`src/rtl/pipeline_hazard_ctrl_pkg.sv`:
```
// Shared types and constants for the pipeline hazard controller and its forwarding unit.
// The forwarding priority rule lives here so every user agrees on it.
package pipe_pkg;

    typedef enum logic [1:0] {
        RUN      = 2'd0,
        MEM_WAIT = 2'd1,
        MD_WAIT  = 2'd2
    } hz_state_t;

    localparam logic [1:0] FWD_RF = 2'b00;
    localparam logic [1:0] FWD_W  = 2'b01;
    localparam logic [1:0] FWD_M  = 2'b10;

    localparam logic [4:0] REG_ZERO = 5'd0;

    // The newer value (M) wins over the older one (W); x0 is never forwarded.
    function automatic logic [1:0] fwdSelect(
        input logic       regWriteM,
        input logic [4:0] rdM,
        input logic       regWriteW,
        input logic [4:0] rdW,
        input logic [4:0] rs
    );
        logic [1:0] sel;
        sel = FWD_RF;
        if (regWriteM && (rdM != REG_ZERO) && (rdM == rs)) begin
            sel = FWD_M;
        end else if (regWriteW && (rdW != REG_ZERO) && (rdW == rs)) begin
            sel = FWD_W;
        end
        return sel;
    endfunction

endpackage

```
`src/rtl/pipeline_hazard_ctrl_forward_unit.sv`:
```
// Combinational operand-forwarding selects for the two E-stage ALU operands.
module forward_unit
    import pipe_pkg::*;
(
    input  logic [4:0] Rs1E,
    input  logic [4:0] Rs2E,
    input  logic [4:0] RdM,
    input  logic [4:0] RdW,
    input  logic       RegWriteM,
    input  logic       RegWriteW,
    output logic [1:0] ForwardAE,
    output logic [1:0] ForwardBE
);

    always_comb begin
        ForwardAE = fwdSelect(RegWriteM, RdM, RegWriteW, RdW, Rs1E);
        ForwardBE = fwdSelect(RegWriteM, RdM, RegWriteW, RdW, Rs2E);
    end

endmodule

```
`src/rtl/pipeline_hazard_ctrl.sv`:
```
// Stall/flush/forward controller for the 5-stage RV32I pipeline, including
// fixed-latency data-memory waits and done-handshaked mul/div waits.
module pipeline_hazard_ctrl
    import pipe_pkg::*;
#(
    parameter int MEM_LAT = 1,
    parameter int CNT_W   = 4
) (
    input  logic       clk,
    input  logic       rst,
    input  logic [4:0] Rs1D,
    input  logic [4:0] Rs2D,
    input  logic [4:0] Rs1E,
    input  logic [4:0] Rs2E,
    input  logic [4:0] RdE,
    input  logic       ResultSrcE0,
    input  logic       PCSrcE,
    input  logic       MdStartE,
    input  logic       MdDoneE,
    input  logic       MemReqM,
    input  logic [4:0] RdM,
    input  logic [4:0] RdW,
    input  logic       RegWriteM,
    input  logic       RegWriteW,
    output logic       StallF,
    output logic       StallD,
    output logic       StallE,
    output logic       StallM,
    output logic       FlushD,
    output logic       FlushE,
    output logic       FlushM,
    output logic       FlushW,
    output logic [1:0] ForwardAE,
    output logic [1:0] ForwardBE
);

    localparam bit MemWaitEn = (MEM_LAT > 1);
    localparam logic [CNT_W-1:0] MemWaitLoad = CNT_W'(MEM_LAT - 1);

    hz_state_t        state, stateNext;
    logic [CNT_W-1:0] counter, counterNext;
    logic             mdPend, mdPendNext;
    logic             mdEntry, mdEntryNext;
    logic             lwStall;
    logic [1:0]       fwdA, fwdB;

    forward_unit uForward (
        .Rs1E      (Rs1E),
        .Rs2E      (Rs2E),
        .RdM       (RdM),
        .RdW       (RdW),
        .RegWriteM (RegWriteM),
        .RegWriteW (RegWriteW),
        .ForwardAE (fwdA),
        .ForwardBE (fwdB)
    );

    assign ForwardAE = rst ? FWD_RF : fwdA;
    assign ForwardBE = rst ? FWD_RF : fwdB;

    assign lwStall = ResultSrcE0 && (RdE != REG_ZERO) && ((RdE == Rs1D) || (RdE == Rs2D));

    always_ff @(posedge clk) begin
        if (rst) begin
            state   <= RUN;
            counter <= '0;
            mdPend  <= 1'b0;
            mdEntry <= 1'b0;
        end else begin
            state   <= stateNext;
            counter <= counterNext;
            mdPend  <= mdPendNext;
            mdEntry <= mdEntryNext;
        end
    end

    // mdEntry marks the first MD_WAIT cycle: a done level already present then
    // still costs one stall cycle instead of releasing immediately.
    always_comb begin
        stateNext   = state;
        counterNext = counter;
        mdPendNext  = mdPend;
        mdEntryNext = 1'b0;
        StallF      = 1'b0;
        StallD      = 1'b0;
        StallE      = 1'b0;
        StallM      = 1'b0;
        FlushD      = 1'b0;
        FlushE      = 1'b0;
        FlushM      = 1'b0;
        FlushW      = 1'b0;

        unique case (state)
            RUN: begin
                StallF = lwStall && !PCSrcE;
                StallD = lwStall;
                FlushD = PCSrcE;
                FlushE = lwStall || PCSrcE;
                if (MemReqM && MemWaitEn) begin
                    stateNext   = MEM_WAIT;
                    counterNext = MemWaitLoad;
                    mdPendNext  = MdStartE;
                end else if (MdStartE) begin
                    stateNext   = MD_WAIT;
                    mdEntryNext = 1'b1;
                end
            end

            MEM_WAIT: begin
                StallF      = 1'b1;
                StallD      = 1'b1;
                StallE      = 1'b1;
                StallM      = 1'b1;
                FlushW      = 1'b1;
                counterNext = counter - CNT_W'(1);
                if (counter <= CNT_W'(1)) begin
                    stateNext   = mdPend ? MD_WAIT : RUN;
                    mdEntryNext = mdPend;
                    mdPendNext  = 1'b0;
                end
            end

            MD_WAIT: begin
                if (MdDoneE && !mdEntry) begin
                    StallF    = lwStall && !PCSrcE;
                    StallD    = lwStall;
                    FlushD    = PCSrcE;
                    FlushE    = lwStall || PCSrcE;
                    stateNext = RUN;
                end else begin
                    StallF = 1'b1;
                    StallD = 1'b1;
                    StallE = 1'b1;
                    FlushM = 1'b1;
                    if (MdDoneE) begin
                        stateNext = RUN;
                    end
                end
            end

            default: begin
                stateNext = RUN;
            end
        endcase

        if (rst) begin
            StallF = 1'b0;
            StallD = 1'b0;
            StallE = 1'b0;
            StallM = 1'b0;
            FlushD = 1'b1;
            FlushE = 1'b1;
            FlushM = 1'b1;
            FlushW = 1'b1;
        end
    end

endmodule

```
`config.mk`:
```
export PLATFORM = sky130hd
export DESIGN_NAME = pipeline_hazard_ctrl
export DESIGN_NICKNAME = d
export VERILOG_FILES = /design/src/rtl/pipeline_hazard_ctrl_pkg.sv /design/src/rtl/pipeline_hazard_ctrl_forward_unit.sv /design/src/rtl/pipeline_hazard_ctrl.sv
export SDC_FILE = /design/constraint.sdc
export NUM_CORES = 1
export LEC_CHECK = 0
export CAP_MARGIN = 20
export CORE_UTILIZATION = 29
export DETAILED_ROUTE_END_ITERATION = 7
export HOLD_SLACK_MARGIN = 0.08
export PLACE_DENSITY = 0.9
export SYNTH_ARGS = -nofsm -noshare
export SYNTH_HDL_FRONTEND = slang
export SYNTH_SLANG_ARGS = --single-unit
```
`constraint.sdc`:
```
create_clock -name clk -period 1.7 [get_ports clk]
set_clock_uncertainty 0.15 [all_clocks]
set_input_delay 0.255 -clock clk [delete_from_list [all_inputs] [get_ports clk]]
set_output_delay 0.255 -clock clk [all_outputs]
set_load 0.03 [all_outputs]
```
==> impl_metrics.csv <==
group,metric,value,unit
synthesis,synth_nets,118,
synthesis,synth_cells,74,
cts,htree_levels,1,
cts,clockBufferDepth,2,
global_routing,gr-total-overflow,0,
timing,fmax,492,MHz
timing,finalSetupViolCount,8,
drt,ant_nets,0,
timing,fin_crit_sh,1.20,
cts,clk_pin_slew_worst_paths,40,ps
finish,final_util,0.902,
synthesis,synthDistinctLibCells,25,
power_and_ir_drop,p_sw_frac,0.406,
finish,multi_input_area,696,sq um
power_and_ir_drop,clock_power_share,0.192,
synthesis,synth-seq-cells,2,
setup_path,rr_worst_depth,3,
drt,vias_per_cell,5.51,
setup_path,r2r_start,"state[1]",
floorplan,core_area,1760,sq um
placed_design,place_congestion,0.852,
setup_path,start_kind,"input pin",
global_routing,grt_use_total,0.344,
floorplan,die_area,2100,sq um
finish,final_common_cell,"buf_4",
placed_design,portBuffers,53,
finish,stdcell_count,190,
timing,hold_slack,234,ps
setup_path,crit_type,"in -> out",
floorplan,start_util,0.316,
hold_path,hp-class,"in -> reg",
global_routing,grt_pass1_vias,981,
placed_design,dp_cells,172,
finish,n_antenna_cell,0,
placed_design,post-place-ws,-892,ps
drt,drtIter0Drc,27,
finish,drive_above_1_share,0.667,
timing,rsz0062_at_grt,"yes",
drt,drc,0,
floorplan,die_w,45.9,microns
power_and_ir_drop,internal_power,353,uW
power_and_ir_drop,max-vdd-ir-drop,306,uV
placed_design,place_area,1310,sq um
setup_path,reg2reg_to,"state[1]",
flow_run,cap_violations,0,
power_and_ir_drop,p_leak,0.759,nW
cts,worstSkewPairLatency,240,ps
global_routing,grt_max_degree,7,
power_and_ir_drop,powerDensity,374,nW/um^2
placed_design,dp_hpwl,1.90,mm
finish,n_fill_cell,76,
synthesis,yosys_warnings,0,
cts,cts-root-buf,"clkbuf_4",
cts,cts_num_sinks,2,
hold_path,holdPathEnd,"state[1]",
drt,routed_wl,3.92,mm
setup_path,cp_data_required_time,1290,ps
timing,fin_ws,-332,ps
hold_path,holdPathStages,3,
setup_path,arrival,1630,ps
power_and_ir_drop,netSwitchingPower,242,uW
status,violations,"setup timing",
setup_path,end_kind,"primary output",
finish,nets,211,
finish,final_cell_mix,"36 x buf_4, 20 x buf_6, 19 x xor2_1",
hold_path,hp-start,"rst",
cts,ctsHoldBuffers,0,
timing,drv_slew,0,
floorplan,io_pins,56,
power_and_ir_drop,sequentialPowerShare,0.090,
timing,finalHoldViolCount,0,
drt,drtPass1Iterations,4,
finish,regArea,41.3,sq um
synthesis,syn_area,558,sq um
timing,post-route-min-period,2030,ps
finish,finalInstanceArea,1590,sq um
drt,post_drt_wl_per_cell,20.6,microns
status,outcome,"complete, but fails checks",
global_routing,grt_first_pass_wirelength,4.89,mm
synthesis,synth_seq_area_share,0.0717,
power_and_ir_drop,p_comb_frac,0.718,
floorplan,die_h,45.9,microns
cts,tritoncts,"built",
global_routing,antenna_found_initial,0,
setup_path,path_max_fanout,2,
cts,cts_buffers,3,
floorplan,core.rowCount,15,
setup_path,reg2reg_slack,580,ps
finish,syn_to_final_growth,185,%
synthesis,syn_area_per_cell,7.54,sq um
drt,vias,1046,
critical path: stages:
cell	delay (ps)
buf_6	90
or4_4	540
o21ai_4	160
buf_6	130
buf_6	90
nor3_4	40
nor4_4	150
buf_6	170
flip-flops by register name, summed over array words and instances (netlist names):
register and cells:
state 1, mdEntry 1
worst max path at each step:
| stage | start | end | slack, ps | cells past startpoint |
|---|---|---|---|---|
| 2_1_floorplan | rst | ForwardAE[0] | -180 | 5 |
| 3_3_place_gp | RdE[2] | FlushE | -860 | 6 |
| 3_5_place_dp | RdE[2] | FlushE | -890 | 6 |
| 4_1_cts | RdM[0] | ForwardAE[0] | -460 | 8 |
| 5_1_grt | Rs1E[1] | ForwardAE[0] | -380 | 7 |
| 6_report | RdM[4] | ForwardAE[0] | -330 | 8 |
kinds of logic after synthesis:
logic type	count (synthesis)	synth area share
other	1	0.00672
and+or+nand+nor	26	0.285
DFF	2	0.0718
xor gates and xnor gates	30	0.471
buffers and inverters	5	0.0471
AOI/OAI and AO/OA	10	0.119
through the flow:
stage	setup TNS [ps]	total power [mW]
6_report	-1420	0.595
5_1_grt	-1720	0.613
4_1_cts	-1520	0.527
3_5_place_dp	-5440	0.379
3_3_place_gp	-5210	0.370
2_1_floorplan	-629	0.185
cell usage after synthesis:
master	number	area [sq um]
a21oi_1	1	5.00
a21o_1	1	7.51
nor2b_1	1	6.26
nor4_2	2	25.0
conb_1	1	3.75
buf_4	2	15.0
o21ai_2	1	8.76
o21ai_0	2	10.0
nor4_1	2	12.5
nor3_1	4	20.0
dfxtp_1	2	40.0
nor2_1	3	11.3
xnor2_1	10	87.6
or4_1	5	37.5
nand2b_1	3	18.8
a22oi_1	1	7.51
or2_2	1	6.26
nand3_1	2	10.0
o31ai_1	2	15.0
nand2_1	3	11.3
xor2_1	20	175
clkbuf_1	1	3.75
inv_1	2	7.51
o21ai_1	1	5.00
o21bai_1	1	7.51
power by group through the flow:
stage          registers [mW]  clock network, mW  logic (mW)
2_1_floorplan          0.0520                  0       0.133
3_3_place_gp           0.0518                  0       0.318
3_5_place_dp           0.0521                  0       0.327
4_1_cts                0.0519              0.113       0.362
5_1_grt                0.0534              0.117       0.443
6_report               0.0534              0.114       0.427
timing repair:
action,CTS,global route
buffers inserted,18,1
pin swaps,28,23
setup endpoints to repair,9,10
resized for setup,126,68
area by class of cell:
class / count / share of cell area
clock buffers: 3 / 0.0142
inverters: 2 / 0.00472
multi-input cells: 67 / 0.437
flip-flops and latches: 2 / 0.0259
well taps: 25 / 0.0197
repair buffers: 91 / 0.498
metal layers:
metal  vias to the layer above  GRT usage  wire length [microns]
li1                        439          -                      -
met1                       477      0.303                   1210
met2                        99      0.637                   2020
met3                        31      0.131                    415
met4                         0      0.224                    279
met5                         -          0                      0
No activity file was read; power rests on OpenSTA's default activity.
